$ cat src/rtl/tune_sequencer_pkg.sv
// Shared types for the tune sequencer: FSM state encoding and note layout.
package tune_pkg;

  typedef enum logic [1:0] {
    IDLE  = 2'd0,
    SETUP = 2'd1,
    CALC  = 2'd2,
    PLAY  = 2'd3
  } statetype;

  // Default-width note record. Packages cannot be parameterised, so the top
  // declares an equivalent struct at its own DATA_W.
  localparam int NOTE_DATA_W = 8;

  typedef struct packed {
    logic [NOTE_DATA_W-1:0] pitch;
    logic [NOTE_DATA_W-1:0] dur;
  } note_t;

  // Width of a note index; a single-note frame still gets a 1-bit index.
  function automatic int idx_width(input int n);
    return (n > 1) ? $clog2(n) : 1;
  endfunction

endpackage

$ cat src/rtl/tune_sequencer_if.sv
// Control/status bundle between the frame decode path and the sequencer.
//
// Handshake: frame_valid is a one-cycle strobe with no back-pressure. On the
// clock edge where it is high, frame_data and rep_count are captured and
// playback (re)starts. stop is level-sampled each cycle; when both are high,
// frame_valid takes priority. All status signals are registered in the DUT.
interface tune_sequencer_if #(
  parameter int NUM_NOTES = 3,
  parameter int DATA_W    = 8,
  parameter int REP_W     = 2
);
  import tune_pkg::*;

  localparam int IDX_W = idx_width(NUM_NOTES);

  logic                          frame_valid;
  logic [NUM_NOTES*2*DATA_W-1:0] frame_data;
  logic [REP_W-1:0]              rep_count;
  logic                          stop;
  logic                          pwm;
  logic                          busy;
  logic [IDX_W-1:0]              note_idx;
  logic                          seq_done;
  statetype                      state;     // FSM state, for debug/observation

  modport master (
    output frame_valid, frame_data, rep_count, stop,
    input  pwm, busy, note_idx, seq_done, state
  );

  modport slave (
    input  frame_valid, frame_data, rep_count, stop,
    output pwm, busy, note_idx, seq_done, state
  );

endinterface

$ cat src/rtl/tune_sequencer_seq_divider.sv
// Restoring unsigned divider, one quotient bit per cycle.
// done pulses W+1 cycles after start. A zero divisor makes every trial
// subtraction succeed, so the quotient naturally comes out all-ones.
module seq_divider #(
  parameter int W = 24
) (
  input  logic         clk,
  input  logic         reset_n,
  input  logic         start_i,
  input  logic         abort_i,
  input  logic [W-1:0] dividend_i,
  input  logic [W-1:0] divisor_i,
  output logic [W-1:0] quotient_o,
  output logic         done_o
);

  localparam int CNT_W = $clog2(W + 1);

  logic [W-1:0]     rem_q, rem_d;
  logic [W-1:0]     quo_q, quo_d;
  logic [W-1:0]     dsor_q, dsor_d;
  logic [CNT_W-1:0] cnt_q, cnt_d;
  logic             active_q, active_d;
  logic             done_q, done_d;
  logic [W:0]       rem_sh;
  logic [W:0]       diff;

  // One shift/trial-subtract step per cycle while active.
  always_comb begin
    rem_d    = rem_q;
    quo_d    = quo_q;
    dsor_d   = dsor_q;
    cnt_d    = cnt_q;
    active_d = active_q;
    done_d   = 1'b0;
    rem_sh   = {rem_q, quo_q[W-1]};
    diff     = rem_sh - {1'b0, dsor_q};
    if (abort_i) begin
      active_d = 1'b0;
    end else if (start_i) begin
      rem_d    = '0;
      quo_d    = dividend_i;
      dsor_d   = divisor_i;
      cnt_d    = CNT_W'(W);
      active_d = 1'b1;
    end else if (active_q) begin
      if (!diff[W]) begin
        rem_d = diff[W-1:0];
        quo_d = {quo_q[W-2:0], 1'b1};
      end else begin
        rem_d = rem_sh[W-1:0];
        quo_d = {quo_q[W-2:0], 1'b0};
      end
      cnt_d = cnt_q - CNT_W'(1);
      if (cnt_q == CNT_W'(1)) begin
        active_d = 1'b0;
        done_d   = 1'b1;
      end
    end
  end

  // Divider state registers.
  always_ff @(posedge clk or negedge reset_n) begin
    if (!reset_n) begin
      rem_q    <= '0;
      quo_q    <= '0;
      dsor_q   <= '0;
      cnt_q    <= '0;
      active_q <= 1'b0;
      done_q   <= 1'b0;
    end else begin
      rem_q    <= rem_d;
      quo_q    <= quo_d;
      dsor_q   <= dsor_d;
      cnt_q    <= cnt_d;
      active_q <= active_d;
      done_q   <= done_d;
    end
  end

  assign quotient_o = quo_q;
  assign done_o     = done_q;

endmodule

$ cat src/rtl/tune_sequencer.sv
// Plays a captured frame of (pitch, duration) notes as a square wave on pwm,
// repeating the whole frame rep_count+1 times.
module tune_sequencer
  import tune_pkg::*;
#(
  parameter int NUM_NOTES  = 3,
  parameter int DATA_W     = 8,
  parameter int REP_W      = 2,
  parameter int CLK_HZ     = 24000000,
  parameter int FREQ_SCALE = 3,
  parameter int DUR_UNIT   = 240000,
  parameter int DIV_W      = 24
) (
  input logic             clk,
  input logic             reset_n,
  tune_sequencer_if.slave bus
);

  localparam int NOTE_W  = 2 * DATA_W;
  localparam int FRAME_W = NUM_NOTES * NOTE_W;
  localparam int IDX_W   = idx_width(NUM_NOTES);
  localparam int DSOR_W  = DATA_W + $clog2(FREQ_SCALE + 1);
  localparam int DUR_W   = DATA_W + $clog2(DUR_UNIT + 1);

  localparam logic [DIV_W-1:0] HALF_CLK   = DIV_W'(CLK_HZ / 2);
  localparam logic [DUR_W-1:0] DUR_UNIT_C = DUR_W'(DUR_UNIT);

  typedef struct packed {
    logic [DATA_W-1:0] pitch;
    logic [DATA_W-1:0] dur;
  } note_w_t;

  statetype           state_q, state_d;
  logic [FRAME_W-1:0] frame_q, frame_d;
  logic [REP_W-1:0]   rep_q, rep_d;
  logic [REP_W-1:0]   pass_q, pass_d;
  logic [IDX_W-1:0]   note_idx_q, note_idx_d;
  logic [DIV_W-1:0]   half_q, half_d;
  logic [DIV_W-1:0]   hcnt_q, hcnt_d;
  logic [DUR_W-1:0]   dcnt_q, dcnt_d;
  logic               pwm_q, pwm_d;
  logic               done_q, done_d;

  note_w_t            cur_note;
  logic [DSOR_W-1:0]  dsor_note;
  logic [DIV_W-1:0]   div_divisor;
  logic [DIV_W-1:0]   div_q;
  logic [DIV_W-1:0]   half_from_div;
  logic [DUR_W-1:0]   play_len;
  logic               div_start;
  logic               div_abort;
  logic               div_done;

  // Select the current note; note 0 lives in the frame MSBs.
  always_comb begin
    cur_note = '0;
    for (int i = 0; i < NUM_NOTES; i++) begin
      if (note_idx_q == IDX_W'(i)) begin
        cur_note = frame_q[(NUM_NOTES-1-i)*NOTE_W +: NOTE_W];
      end
    end
  end

  // Per-note derived values: divisor, clamped half-period, note length.
  always_comb begin
    dsor_note     = DSOR_W'(cur_note.pitch) * DSOR_W'(FREQ_SCALE);
    div_divisor   = DIV_W'(dsor_note);
    half_from_div = (div_q == '0) ? DIV_W'(1) : div_q;
    play_len      = DUR_W'(cur_note.dur) * DUR_UNIT_C;
  end

  seq_divider #(.W(DIV_W)) u_div (
    .clk        (clk),
    .reset_n    (reset_n),
    .start_i    (div_start),
    .abort_i    (div_abort),
    .dividend_i (HALF_CLK),
    .divisor_i  (div_divisor),
    .quotient_o (div_q),
    .done_o     (div_done)
  );

  // Next-state and datapath control; restart and stop override every state.
  always_comb begin
    state_d    = state_q;
    frame_d    = frame_q;
    rep_d      = rep_q;
    pass_d     = pass_q;
    note_idx_d = note_idx_q;
    half_d     = half_q;
    hcnt_d     = hcnt_q;
    dcnt_d     = dcnt_q;
    pwm_d      = pwm_q;
    done_d     = 1'b0;
    div_start  = 1'b0;
    div_abort  = 1'b0;
    if (bus.frame_valid) begin
      frame_d    = bus.frame_data;
      rep_d      = bus.rep_count;
      pass_d     = '0;
      note_idx_d = '0;
      pwm_d      = 1'b0;
      div_abort  = 1'b1;
      state_d    = SETUP;
    end else if (bus.stop) begin
      pwm_d     = 1'b0;
      div_abort = 1'b1;
      state_d   = IDLE;
    end else begin
      case (state_q)
        IDLE: begin
          state_d = IDLE;
        end
        SETUP: begin
          if (cur_note.pitch == '0) begin
            // Rest: no division, pwm held low for the note length.
            half_d  = '0;
            hcnt_d  = '0;
            dcnt_d  = play_len;
            pwm_d   = 1'b0;
            state_d = PLAY;
          end else begin
            div_start = 1'b1;
            state_d   = CALC;
          end
        end
        CALC: begin
          if (div_done) begin
            half_d  = half_from_div;
            hcnt_d  = '0;
            dcnt_d  = play_len;
            pwm_d   = 1'b0;
            state_d = PLAY;
          end
        end
        PLAY: begin
          if (half_q != '0) begin
            if (hcnt_q == half_q - DIV_W'(1)) begin
              pwm_d  = ~pwm_q;
              hcnt_d = '0;
            end else begin
              hcnt_d = hcnt_q + DIV_W'(1);
            end
          end
          dcnt_d = (dcnt_q == '0) ? '0 : dcnt_q - DUR_W'(1);
          // Last cycle of the note (a zero-length note still gets one cycle).
          if (dcnt_q <= DUR_W'(1)) begin
            pwm_d  = 1'b0;
            hcnt_d = '0;
            if (note_idx_q < IDX_W'(NUM_NOTES - 1)) begin
              note_idx_d = note_idx_q + IDX_W'(1);
              state_d    = SETUP;
            end else if (pass_q < rep_q) begin
              pass_d     = pass_q + REP_W'(1);
              note_idx_d = '0;
              state_d    = SETUP;
            end else begin
              done_d  = 1'b1;
              state_d = IDLE;
            end
          end
        end
        default: begin
          state_d = IDLE;
        end
      endcase
    end
  end

  // State and datapath registers.
  always_ff @(posedge clk or negedge reset_n) begin
    if (!reset_n) begin
      state_q    <= IDLE;
      frame_q    <= '0;
      rep_q      <= '0;
      pass_q     <= '0;
      note_idx_q <= '0;
      half_q     <= '0;
      hcnt_q     <= '0;
      dcnt_q     <= '0;
      pwm_q      <= 1'b0;
      done_q     <= 1'b0;
    end else begin
      state_q    <= state_d;
      frame_q    <= frame_d;
      rep_q      <= rep_d;
      pass_q     <= pass_d;
      note_idx_q <= note_idx_d;
      half_q     <= half_d;
      hcnt_q     <= hcnt_d;
      dcnt_q     <= dcnt_d;
      pwm_q      <= pwm_d;
      done_q     <= done_d;
    end
  end

  assign bus.pwm      = pwm_q;
  assign bus.busy     = (state_q != IDLE);
  assign bus.note_idx = note_idx_q;
  assign bus.seq_done = done_q;
  assign bus.state    = state_q;

endmodule

$ cat src/flat_wrapper.sv
// flat-port wrapper written by rule: the top's interface ports become plain ports
module tune_sequencer_flat import tune_pkg::*;
#(
  parameter int NUM_NOTES  = 3,
  parameter int DATA_W     = 8,
  parameter int REP_W      = 2,
  parameter int CLK_HZ     = 24000000,
  parameter int FREQ_SCALE = 3,
  parameter int DUR_UNIT   = 240000,
  parameter int DIV_W      = 24
)
  (clk, reset_n, bus_frame_valid, bus_frame_data, bus_rep_count, bus_stop, bus_pwm, bus_busy, bus_note_idx, bus_seq_done, bus_state);
  tune_sequencer_if #(.NUM_NOTES(NUM_NOTES), .DATA_W(DATA_W), .REP_W(REP_W)) bus_i ();
  input logic clk;
  input logic reset_n;
  input wire logic [$bits(bus_i.frame_valid)-1:0] bus_frame_valid;
  input wire logic [$bits(bus_i.frame_data)-1:0] bus_frame_data;
  input wire logic [$bits(bus_i.rep_count)-1:0] bus_rep_count;
  input wire logic [$bits(bus_i.stop)-1:0] bus_stop;
  output wire logic [$bits(bus_i.pwm)-1:0] bus_pwm;
  output wire logic [$bits(bus_i.busy)-1:0] bus_busy;
  output wire logic [$bits(bus_i.note_idx)-1:0] bus_note_idx;
  output wire logic [$bits(bus_i.seq_done)-1:0] bus_seq_done;
  output wire logic [$bits(bus_i.state)-1:0] bus_state;
  assign bus_i.frame_valid = bus_frame_valid;
  assign bus_i.frame_data = bus_frame_data;
  assign bus_i.rep_count = bus_rep_count;
  assign bus_i.stop = bus_stop;
  assign bus_pwm = bus_i.pwm;
  assign bus_busy = bus_i.busy;
  assign bus_note_idx = bus_i.note_idx;
  assign bus_seq_done = bus_i.seq_done;
  assign bus_state = bus_i.state;
  tune_sequencer #(.NUM_NOTES(NUM_NOTES), .DATA_W(DATA_W), .REP_W(REP_W), .CLK_HZ(CLK_HZ), .FREQ_SCALE(FREQ_SCALE), .DUR_UNIT(DUR_UNIT), .DIV_W(DIV_W)) u_core (.clk(clk), .reset_n(reset_n), .bus(bus_i));
endmodule
$ cat config.mk
export PLATFORM = sky130hd
export DESIGN_NAME = tune_sequencer_flat
export DESIGN_NICKNAME = d
export VERILOG_FILES = /design/src/rtl/tune_sequencer_pkg.sv /design/src/rtl/tune_sequencer_if.sv /design/src/rtl/tune_sequencer_seq_divider.sv /design/src/rtl/tune_sequencer.sv /design/src/flat_wrapper.sv
export SDC_FILE = /design/constraint.sdc
export NUM_CORES = 1
export LEC_CHECK = 0
export BUFFER_PORTS_ARGS = -buffer_cell sky130_fd_sc_hd__buf_4
export CELL_PAD_IN_SITES_DETAIL_PLACEMENT = 0
export CELL_PAD_IN_SITES_GLOBAL_PLACEMENT = 1
export CORE_UTILIZATION = 53
export CTS_CLUSTER_DIAMETER = 150
export DETAILED_ROUTE_END_ITERATION = 7
export MAX_ROUTING_LAYER = met4
export PLACE_DENSITY = 0.91
export SYNTH_ARGS = -nofsm -noshare
export SYNTH_HDL_FRONTEND = slang
export SYNTH_SLANG_ARGS = --single-unit
$ cat constraint.sdc
create_clock -name clk -period 17.9 [get_ports clk]
set_input_delay 1.79 -clock clk [delete_from_list [all_inputs] [get_ports clk]]
set_output_delay 1.79 -clock clk [all_outputs]
set_load 0.05 [all_outputs]
## After elaboration in Yosys (flattened, before gate mapping)

Index checks and enable logic that the tools add are counted.

| storage, ports and cells | value |
|---|---|
| register bits after elaboration | 197 |
| input bits | 54 |
| output and inout bits | 7 |
| logic and storage cells | 145 |

| operators by class | value |
|---|---|
| $add $sub $neg | 7 |
| multiply operators | 2 |
| magnitude comparators | 3 |
| equality and inequality tests | 17 |
| mux-type cells | 72 |
| bitwise operators | 4 |
| reduce and logical (&&, ||, !) cells | 24 |

Operators by type and width:

| operator | count |
|---|---|
| $mux 24 | 12 |
| $mux 26 | 3 |
| $pmux 26 s3 | 1 |
| $pmux 24 s3 | 1 |
| $mux 16 | 3 |
| $pmux 24 s2 | 1 |
| $mux 2 | 17 |
| $mux 1 | 30 |
| $le 26x1->1 const B | 1 |
| $logic_not 26->1 | 1 |
| $sub 26x1->26 const B | 1 |
| $sub 25x10->25 | 1 |
| $add 24x1->24 const B | 1 |
| $eq 24x24->1 | 1 |
| $logic_not 24->1 | 1 |
| $reduce_bool 24->1 | 1 |
| $sub 24x1->24 const B | 1 |
| $reduce_and 5->1 | 4 |
| $mul 8x11->19 const B | 1 |
| $reduce_bool 2->1 | 6 |
| $mul 8x2->10 const B | 1 |
| $mux 5 | 2 |
| $ne 5x3->1 const B | 2 |
| $logic_not 8->1 | 1 |
| other kinds (21) | 35 |

## Longest topological paths before layout

Gate-level depths: netlist (run 1).

| depth | value |
|---|---|
| depth after elaboration | 11 |
| gate-level depth with buffers | 21 |
| gate-level depth less buffers | 19 |

## Hierarchy

From an unflattened synthesis (run 1), not the netlist that was laid out.

| unflattened totals | value |
|---|---|
| cells, all modules | 1582 |
| area, all modules | 14481.4 sq um |

By module, submodules not included:

| module | instances | cells an instance | area an instance (sq um) | sequential area each (sq um) |
|---|---|---|---|---|
| tune_sequencer | 1 | 1020 | 9570.4 | 3303.2 |
| seq_divider | 1 | 562 | 4911.0 | 1976.9 |

## Worst setup path after synthesis (run 1)

OpenSTA, ideal clock, no wires.

| timing | value |
|---|---|
| path kind | register to register |
| from | reg u_core.note_idx_q[1] (netlist: u_core.bus.note_idx[1]) |
| to | reg u_core.dcnt_q[23] |
| library setup time | 0.065 ns |
| arrival time | 5.884 ns |
| required time | 17.835 ns |
| path slack | 11.951 ns |
| cell stages (with the launch flop) | 19 |
| path buffers | 2 |
| clock period less this slack | 5.949 ns |
| cells stage by stage | dfrtp_1 -> buf_1 -> clkbuf_1 -> mux2i_1 -> o21ai_0 -> ha_1 -> fa_1 -> inv_1 -> fa_1 -> ha_1 -> ha_1 -> a21oi_1 -> o21ai_0 -> nand2_1 -> a31oi_1 -> o31a_1 -> or4b_2 -> o211ai_1 -> a211o_1 |

| on the way | value |
|---|---|
| longest elaborated chain between the ends | 7 |
| elaborated cells on any way between the ends | 13 |
| classes of those cells | mul (1); eq/ne (3); mux (6); reduce/logical (3) |

Ends and longest elaborated chain:

| item | line | RTL |
|---|---|---|
| start: declaration | tune_sequencer.sv:37 | `logic [IDX_W-1:0] note_idx_q, note_idx_d;` |
| start signal: assignment | tune_sequencer.sv:188 | `note_idx_q <= note_idx_d;` |
| $logic_not 2->1 | tune_sequencer.sv:58 | `if (note_idx_q == IDX_W'(i)) begin` |
| $mux 16 (2 in series) | tune_sequencer.sv:58 |  |
| $mux 16 * | tune_sequencer.sv:58 |  |
| $mul 8x11->19 or $logic_not 8->1 (tied branches) | tune_sequencer.sv:69, tune_sequencer.sv:115 |  |
| $mux 26 (tied with other cells) | tune_sequencer.sv:128 | `if (div_done) begin` |
| $pmux 26 s3 or $reduce_and 5->1 (tied branches) | - |  |
| end signal: assignment | tune_sequencer.sv:191 | `dcnt_q <= dcnt_d;` |
| end: declaration | tune_sequencer.sv:40 | `logic [DUR_W-1:0] dcnt_q, dcnt_d;` |

Every way passes the cells marked *; elsewhere a longest branch is shown, timed or not. The select of a mux whose other input is x is not followed.
A chain may end at the register's enable or synchronous reset.

## Worst setup path in the final report (run 1)

| timing | value |
|---|---|
| from | reg u_core.note_idx_q[1] (netlist: u_core.bus.note_idx[1]) |
| to | reg u_core.dcnt_q[22] |

The elaborated chain is that of the path after synthesis.

==> flow_summary.ini, run 1 <==
[timing]
fin_skew_ns = 0.01909
slew_headroom_pct = 21.13
fin_tns_setup_ns = 0
drv_slew = 0
setup_viol = 0
worstMarginPinSlew_ns = 1.178
fmax_ghz = 0.1649
min_period_ns = 6.063
finalHoldViolations = 0
rsz0062_at_grt = false
fin_crit_sh_pct = 33.87

[setup_path]
path_delay_family = adder cells
crit_buf_inv = 4
critPathLaunchType = flip-flop
crit_path_end_kind = flip-flop
cp.required_ns = 18.23
cp_max_fo = 22
crit_slowest_cell = dfrtp_1
path_cells = nor2b_1 > buf_4 > a21oi_1 > inv_1 > ha_1 > ha_1 > inv_1 > fa_1 > fa_1 > inv_1 > ha_1 > and3b_1 > o21a_1 > o21ai_0 > a31oi_1 > a21o_1 > a21oi_1 > xnor2_1 > a221o_1
crit_arrival_ns = 6.40
critical-path-max-stage-delay_ns = 1.05
critical_path_class = reg2reg

[clocking]
cts_num_sinks = 197
post_cts_buffers = 0
cts_buffers = 17
htree_levels = 4
clockRootBuffer = clkbuf_16
clkLatencyLatePin_ns = 0.45
path_clk_slew_ns = 0.08
cts_tree = done
cts-hold-fix-buffers = 0
cts_buffer_depth = 2
cts_resized = 0

[logic_synthesis]
synthArstFlopShare_pct = 100.0
ys_types = 64
synth_flop_cell = dfrtp_1
synth_top_cell_by_area = dfrtp_1
synth_top_area_share_pct = 38.88
synth_edf_count = 0
yosysWarnings = 0
synthesis.nets = 1518
syn_inst = 1354
netlist_area_sq_um = 12680
synthTopCellsByArea = dfrtp_1 (39%), ha_1 (8.5%), mux2_2 (4.5%)
ys_ff_latch = 197
yosysSeqAreaShare_pct = 38.88
syn_area_per_cell_sq_um = 9.365

[floorplan]
die_x_um = 156.7
die_h_um = 156.7
ios = 61
fp.dieArea_sq_um = 24550
core_area_sq_um = 23470
rows = 56
initial_core_util_pct = 54.02

[global_routing]
antenna_found_initial = 0
grt_pass1_vias = 9877
grt_pass1_wl_mm = 48.08
grt_start_max_net_pins = 84
gr-total-overflow = 0
grt_use_total_pct = 25.08

[detailed_routing]
antenna_left = 0
wire_per_inst_um = 16.48
dr.pass1.iters = 5
drt_wl_total_mm = 28.26
via_count = 9845
route.detailed.drc = 0
viasPerCell = 5.741
drt_iter0_drc = 653

[final_layout]
diodes = 0
multi_input_area_sq_um = 7167
drive_gt1_share_pct = 12.89
areaGrowthSynthToFinish_pct = 10.33
final_cells = 1715
nets = 1547
fill_cells = 2012
ff_latch_area_sq_um = 4930

[status]
status = completed

[power]
p_leak_nw = 6.451
irDropWorstVdd_v = 0.0001205
powerDensity_nw_per_um2 = 146.0

[placed_design]
placed_cells = 1683
port-buffer-count = 60
routabilityCongestion = 0.8797
detailed_place_hpwl_mm = 19.89

[hold_path]
hp-class = reg2reg

[run]
drv_cap = 0
-- report_power, final --
group          switching, mW  internal [mW]
Clock                  0.206          0.190
Combinational          0.578          0.476
Sequential            0.0714          0.521
-- state kept, by name, summed over array words and instances (netlist names), 5 cells and up --
signal / cells
u_core.u_div.quotient_o: 24
u_core.half_q: 24
u_core.u_div.cnt_q: 5
u_core.u_div.dsor_q: 10
u_core.u_div.rem_q: 24
u_core.dcnt_q: 26
u_core.frame_q: 48
u_core.hcnt_q: 24
-- area by class of cell --
cell class / instances / area share (%)
Clock buffer: 17 / 3.041
Sequential cell: 197 / 35.24
Inverter: 91 / 2.442
Multi-Input combinational cell: 1004 / 51.23
Tap cell: 319 / 2.853
Timing Repair Buffer: 72 / 3.908
Clock inverter: 15 / 1.288
-- cell usage after synthesis, types with 14 or more instances --
library cell,number
dfrtp_1,197
nand2_1,145
nor2_1,96
inv_1,91
o21ai_0,89
ha_1,86
a21oi_1,69
mux2_2,51
xnor2_1,50
clkbuf_1,48
a22o_1,43
nand3_1,36
nor3_1,33
mux2i_1,28
xor2_1,25
fa_1,24
nor4_1,21
nand4_1,16
or3_1,14
or4_1,14
-- cell families (layout without fill, tap and decap cells) --
| family | Yosys count | count (layout) | synth area share [%] |
|---|---|---|---|
| simple gates | 438 | 438 | 16.69 |
| compound gates | 302 | 302 | 15.52 |
| xor+xnor | 75 | 75 | 5.181 |
| flops | 197 | 197 | 38.88 |
| buf+inv | 153 | 195 | 4.717 |
| mux | 79 | 79 | 6.740 |
| fa+ha+maj | 110 | 110 | 12.28 |
-- layer usage --
layer	share of wire [%]	global-route usage, %
met4	1.8	7.283
met3	2.5	3.323
met2	49	40.69
met1	46	32.83
met5	0	-
-- worst paths after layout --
path	startpoint	endpoint	slack, ns	depth (start not counted)
max	u_core.bus.note_idx[1]$_DFFE_PN0P_	u_core.dcnt_q[22]$_DFFE_PN0P_	11.84	19
min in group asynchronous	reset_n	u_core.u_div.rem_q[11]$_DFFE_PN0P_	1.34	1
min	u_core.u_div.dsor_q[2]$_DFFE_PN0P_	u_core.u_div.dsor_q[2]$_DFFE_PN0P_	0.48	2
max reg2reg	u_core.bus.note_idx[1]$_DFFE_PN0P_	u_core.dcnt_q[22]$_DFFE_PN0P_	11.84	19
max in group asynchronous	reset_n	u_core.dcnt_q[2]$_DFFE_PN0P_	14.62	3
min reg2reg	u_core.u_div.dsor_q[2]$_DFFE_PN0P_	u_core.u_div.dsor_q[2]$_DFFE_PN0P_	0.48	2
-- placed cells by master (no fill, tap or decap), drive strengths merged, types with 9 or more instances in the layout --
cell type and instances:
nor4 21, buf 71, inv 97, nor2 96
and3 10, nor3 33, mux2i 28, xnor2 50
or4 14, a31oi 10, mux2 51, ha 86
nand4 16, fa 24, or3 14, or2 9
nand2 145, dfrtp 197, a22o 43, nand3 36
nand2b 9, a21o 9, o21a 10, a31o 15
xor2 25, clkbuf 18, a21oi 69, o21ai 89
-- through the flow --
stage               area (sq um)  setup WS (ns)  hold WS, ns  total power, mW  utilization [%]
floorplan                  12680          11.95       0.4444            1.427                -
global placement           13380          12.11       0.4641            1.626            57.02
detailed placement         13380          11.93       0.4704            1.643            57.02
CTS                        13990          11.82       0.4885            2.059            59.60
global route               13990          11.42       0.5073            2.214            59.60
finish                     13990          11.84       0.4815            2.043            59.60
-- tightest hold or removal path: stages (launching register included) --
cell	delay, ns
dfrtp_1	0.35
nand2_1	0.05
o21ai_0	0.06
Note: power is estimated with default switching activity, not from simulation.
==> run 2: changes to the inputs <==
Settings changed: ABC_AREA set to 1, CORE_UTILIZATION 53 to 42, PLACE_DENSITY 0.91 to 0.81.
Clock period 17.9 ns to 4.9 ns, I/O delays scaled along.
==> flow_summary.ini, run 2 <==
[clocking]
cts_tree = done
clkLatencyLatePin_ns = 0.46
cts_buffer_depth = 2
htree_levels = 4
cts-hold-fix-buffers = 0
cts_buffers = 17
path_clk_slew_ns = 0.08
cts_num_sinks = 197
clockRootBuffer = clkbuf_16

[setup_path]
critical-path-max-stage-delay_ns = 0.54
path_delay_family = adder cells
cp_max_fo = 7
timing.critical_path.mode_cell = inv_1
crit_buf_inv = 7
critPathLaunchType = flip-flop
critical_path_class = reg2reg
path_cells = inv_1 > nor2_1 > inv_1 > buf_6 > nor2_1 > nor3_2 > fa_1 > inv_1 > fa_1 > fa_1 > inv_1 > fa_1 > inv_1 > ha_4 > nand2_1 > nor2_1 > nand3_1 > nand4_1 > buf_4 > nand2_1 > nand2_1 > o22ai_1 > nand2_1 > o21ai_0
crit_slowest_cell = fa_1
crit_arrival_ns = 4.93
crit_path_end_kind = flip-flop
cp.required_ns = 5.23

[floorplan]
die_x_um = 183.9
ios = 61
rows = 66
fp.dieArea_sq_um = 33810
die_h_um = 183.9
initial_core_util_pct = 42.70
core_area_sq_um = 32540

[logic_synthesis]
yosysSeqAreaShare_pct = 35.48
synth_top_cell_by_area = dfrtp_1
synthTopCellsByArea = dfrtp_1 (35%), nand2_1 (9.7%), inv_1 (7.9%)
synth_xor_area_share_pct = 4.467
synth_edf_count = 0
synth.most_common_cell = nand2_1
yosysWarnings = 0
ys_types = 56
synthArstFlopShare_pct = 100.0
synth_compound_area_share_pct = 13.16
synth-simple-area-share_pct = 25.50
synth_adder_area_share_pct = 11.20
ys_ff_latch = 197
synthMuxAreaShare_pct = 0
synth_top_family_by_area = simple AND/OR/NAND/NOR gates
synthTopCellsByCount = nand2_1 (358), inv_1 (291), nor2_1 (212)
synth_top_area_share_pct = 35.48
netlist_area_sq_um = 13890
synthesis.nets = 2008
syn_area_per_cell_sq_um = 7.534
synth_flop_cell = dfrtp_1
syn_inst = 1844

[placed_design]
routabilityCongestion = 0.8802
placed_cells = 2317
post-place-ws_ns = 0.01004
placed_area_sq_um = 14840
detailed_place_hpwl_mm = 25.43
port-buffer-count = 60

[global_routing]
gr-total-overflow = 0
antenna_found_initial = 0
grt_use_total_pct = 21.52
grt_start_max_net_pins = 112
grt_pass1_wl_mm = 56.36
grt_pass1_vias = 11300

[timing]
slew_headroom_pct = 35.47
min_period_ns = 4.597
finalHoldViolations = 0
worstMarginPinSlew_ns = 0.9679
finalWorstSetupSlack_ns = 0.3032
setup_viol = 0
rsz0062_at_grt = false
fin_crit_sh_pct = 93.81
fin_tns_setup_ns = 0
fin_skew_ns = 0.01364
whs_ns = 0.1720
drv_slew = 0
fmax_ghz = 0.2175

[final_layout]
layout_common_cells = nand2_1 (358), inv_1 (291), nor2_1 (212), dfrtp_1 (195), o21ai_0 (143)
drive_gt1_share_pct = 11.20
final_cells = 2352
top_register = u_core.frame_q
nets = 2061
final_common_cell = nand2_1
fill_cells = 3336
utilization_pct = 47.77
diodes = 0
areaGrowthSynthToFinish_pct = 11.86
design_area_sq_um = 15540
largest_register_ffs = 48
ff_latch_area_sq_um = 4932
top_regs = u_core.frame_q x48, u_core.dcnt_q x26
multi_input_area_sq_um = 7609

[power]
clockPowerShare_pct = 15.8
switching_share_pct = 48.86
seq_power_share_pct = 24.9
power.switching_mw = 4.647
p_int_mw = 4.863
combPwrFrac_pct = 59.3
powerDensity_nw_per_um2 = 611.9
finalPower_mw = 9.510
irDropWorstVdd_v = 0.0003676
p_leak_nw = 7.895

[detailed_routing]
route.detailed.drc = 0
viasPerCell = 5.001
drt_iter0_drc = 639
via_count = 11760
antenna_left = 0
drt_wl_total_mm = 33.78
dr.pass1.iters = 5
wire_per_inst_um = 14.36

[hold_path]
hp-class = in2async

[run]
drv_cap = 0

[status]
status = completed
==> run 2: cell type report <==
type	count	area share [%]
multi-input combinational	1289	48.96
sequential	197	31.74
inverter	306	7.399
timing repair buffer	86	4.299
tap	442	3.558
clock buffer	17	2.737
clock inverter	15	1.312
==> run 2: power groups by stage <==
stage | clock network (mW) | logic (mW) | registers, mW
2_1_floorplan | 0 | 4.38 | 2.31
3_3_place_gp | 0 | 5.45 | 2.38
3_5_place_dp | 0 | 5.49 | 2.39
4_1_cts | 1.55 | 5.54 | 2.36
5_1_grt | 1.60 | 6.50 | 2.43
6_report | 1.51 | 5.64 | 2.37
==> run 2: path summary, 6_finish.rpt <==
| path | from | to | slack, ns | depth (start not counted) |
|---|---|---|---|---|
| worst max-delay path | u_core.bus.note_idx[1]$_DFFE_PN0P_ | u_core.dcnt_q[21]$_DFFE_PN0P_ | 0.30 | 24 |
| worst max register to register | u_core.bus.note_idx[1]$_DFFE_PN0P_ | u_core.dcnt_q[21]$_DFFE_PN0P_ | 0.30 | 24 |
| max in group asynchronous | reset_n | u_core.bus.note_idx[1]$_DFFE_PN0P_ | 3.68 | 2 |
| worst min register to register | u_core.u_div.cnt_q[4]$_DFFE_PN0P_ | u_core.u_div.cnt_q[4]$_DFFE_PN0P_ | 0.48 | 1 |
| worst min-delay path | reset_n | u_core.hcnt_q[3]$_DFFE_PN0P_ | 0.17 | 1 |
| min in group clk | bus_frame_data[7] | u_core.frame_q[7]$_DFFE_PN0P_ | 0.24 | 3 |
==> run 2: routing by layer <==
metal  vias to the layer above  routed length [um]  track usage, %
met3                        31                1272           2.991
met4                         0                 505           5.967
met1                      5497               16590           29.01
met5                         -                   0               -
met2                       221               15420           33.76
li1                       6014                   -               -
==> run 2: logic make-up after synthesis <==
group | Yosys count
adder cells (fa/ha/maj) | 110
AND/OR/NAND/NOR | 793
XOR/XNOR | 70
buffers and inverters | 358
flip-flops | 197
AO/OA/AOI/OAI | 316
==> run 2: worst register-to-register path, delay by kind of cell (launching register included) <==
family / cells / cell delay [ns]
buffers and inverters: 7 / 0.62
adder cells (fa/ha/maj): 5 / 2.34
AO/OA/AOI/OAI: 2 / 0.15
AND/OR/NAND/NOR: 10 / 0.95
flip-flops: 1 / 0.41
==> run 2: what timing repair did <==
item	4_1_cts	5_1_grt
setup buffers	0	3
endpoints found under the hold margin	0	0
gates resized for setup	1	8
setup endpoints to repair	1	9
pin swaps	0	3
==> run 3: changes to the inputs <==
Settings changed: CORE_MARGIN set to 5.
==> flow_summary.ini, run 3 (synthesis results as in run 2) <==
[timing]
fmax_ghz = 0.2184
min_period_ns = 4.578
drv_slew = 0
fin_crit_sh_pct = 93.44
slew_headroom_pct = 37.01
fin_skew_ns = 0.01531
rsz0062_at_grt = false
worstMarginPinSlew_ns = 0.9449
fin_tns_setup_ns = 0
finalHoldViolations = 0
setup_viol = 0

[final_layout]
largest_register_ffs = 48
fill_cells = 3298
diodes = 0
layout_common_cells = nand2_1 (358), inv_1 (289), nor2_1 (206), dfrtp_1 (195), o21ai_0 (143)
final_common_cell = nand2_1
final_cells = 2350
top_regs = u_core.frame_q x48, u_core.dcnt_q x26
drive_gt1_share_pct = 11.48
areaGrowthSynthToFinish_pct = 11.63
top_register = u_core.frame_q
nets = 2059

[setup_path]
path_cells = inv_1 > nor2_2 > inv_1 > buf_6 > o221ai_1 > ha_1 > fa_1 > inv_1 > fa_1 > ha_1 > ha_1 > a21oi_1 > o21ai_0 > nand2_1 > nand4_1 > a21oi_2 > xor2_1 > nand2_1 > a22oi_1
r2r-start = u_core.bus.note_idx[1]$_DFFE_PN0P_
critPathLaunchType = flip-flop
critPathCapture = u_core.dcnt_q[25]$_DFFE_PN0P_
r2r-end = u_core.dcnt_q[25]$_DFFE_PN0P_
path_delay_family = adder cells
cp-startpoint = u_core.bus.note_idx[1]$_DFFE_PN0P_
crit_slowest_cell = fa_1
crit_arrival_ns = 4.95
rrSetupSlack_ns = 0.32
cp_max_fo = 14
crit_buf_inv = 4
worstSetupPathDepth = 19
cp.required_ns = 5.27
critical_path_class = reg2reg
r2r_cells = 19
crit_path_end_kind = flip-flop
critical-path-max-stage-delay_ns = 0.56

[clocking]
htree_levels = 4
cts_num_sinks = 197
clockRootBuffer = clkbuf_16
path_clk_slew_ns = 0.08
cts_buffer_depth = 2
cts_buffers = 17
clkLatencyLatePin_ns = 0.46
cts_tree = done

[power]
irDropWorstVdd_v = 0.0003671
combPwrFrac_pct = 59.7
switching_share_pct = 49.08
p_int_mw = 4.826
power.switching_mw = 4.651
p_leak_nw = 7.860
powerDensity_nw_per_um2 = 611.1
clockPowerShare_pct = 15.3
seq_power_share_pct = 25.0

[placed_design]
port-buffer-count = 60
routabilityCongestion = 0.8933
placed_cells = 2315
detailed_place_hpwl_mm = 25.59

[detailed_routing]
dr.pass1.iters = 5
wire_per_inst_um = 14.40
route.detailed.drc = 0
via_count = 11790
drt_iter0_drc = 747
viasPerCell = 5.017
drt_wl_total_mm = 33.84
antenna_left = 0

[global_routing]
grt_pass1_vias = 11580
grt_start_max_net_pins = 114
antenna_found_initial = 0
grt_pass1_wl_mm = 57.95
gr-total-overflow = 0
grt_use_total_pct = 19.74

[floorplan]
initial_core_util_pct = 42.59
rows = 66
core_area_sq_um = 32620
die_x_um = 191.9
ios = 61
die_h_um = 191.9
fp.dieArea_sq_um = 36820

[run]
drv_cap = 0

[hold_path]
hp-class = in2async

[status]
status = completed
-- run 3: worst min path at each step --
stage | startpoint | slack, ns | cells after the start | end
2_1_floorplan | reset_n | 0.19 | 0 | u_core.bus.note_idx[0]$_DFFE_PN0P_
3_3_place_gp | u_core.u_div.cnt_q[4]$_DFFE_PN0P_ | 0.46 | 1 | u_core.u_div.cnt_q[4]$_DFFE_PN0P_
3_5_place_dp | u_core.u_div.cnt_q[4]$_DFFE_PN0P_ | 0.46 | 1 | u_core.u_div.cnt_q[4]$_DFFE_PN0P_
4_1_cts | reset_n | 0.19 | 1 | u_core.dcnt_q[8]$_DFFE_PN0P_
5_1_grt | reset_n | 0.23 | 1 | u_core.dcnt_q[15]$_DFFE_PN0P_
6_report | reset_n | 0.13 | 1 | u_core.dcnt_q[15]$_DFFE_PN0P_
-- run 3: cell type report --
type | count | area (sq um) | share of cell area (%)
multi-input cells | 1289 | 7625 | 49.17
flip-flops and latches | 197 | 4932 | 31.80
inverters | 306 | 1150 | 7.414
repair buffers | 84 | 653.1 | 4.211
well taps | 442 | 553.0 | 3.566
clock buffers | 18 | 429.2 | 2.767
clock inverters | 14 | 166.4 | 1.073
-- run 3: worst reg2reg max path, delay by kind of cell (launching register included) --
family	cells	cell delay [ns]
and+or+nand+nor	4	0.44
xor gates and xnor gates	1	0.15
DFF	1	0.42
buffers and inverters	4	0.38
AOI/OAI and AO/OA	5	1.09
adders and majority gates	5	2.01
-- run 3: layer usage --
| metal | up-vias | GRT usage, % | wire length [um] |
|---|---|---|---|
| met5 | - | - | 0 |
| met4 | 0 | 5.331 | 564 |
| met3 | 35 | 2.399 | 898 |
| met2 | 176 | 31.31 | 15670 |
| met1 | 5541 | 26.94 | 16700 |
| li1 | 6038 | - | - |
-- run 3: through the flow --
step / utilization, % / hold WS [ns] / instance area (sq um) / setup slack [ns] / power, mW
after floorplan: - / 0.1944 / 13910 / 0.01421 / 6.689
after global placement: 45.45 / 0.4555 / 14830 / 0.1057 / 7.866
after detailed placement: 45.45 / 0.4575 / 14830 / 0.07429 / 7.937
after CTS: 47.28 / 0.1868 / 15420 / 0.04936 / 9.448
after global routing: 47.55 / 0.2307 / 15510 / 0.006346 / 10.51
final: 47.55 / 0.1335 / 15510 / 0.3216 / 9.477
-- run 3: what timing repair did --
action | in CTS | in global routing
setup buffers | 0 | 3
setup endpoints to repair | 0 | 9
hold buffers | 0 | 0
resized for setup | 0 | 19
hold endpoints to repair | 0 | 0
-- run 3: power by group through the flow --
stage | Clock (mW) | Combinational, mW | Sequential, mW
final | 1.45 | 5.65 | 2.37
after global routing | 1.55 | 6.53 | 2.43
after CTS | 1.49 | 5.59 | 2.37
after detailed placement | 0 | 5.54 | 2.39
after global placement | 0 | 5.47 | 2.39
after floorplan | 0 | 4.38 | 2.31
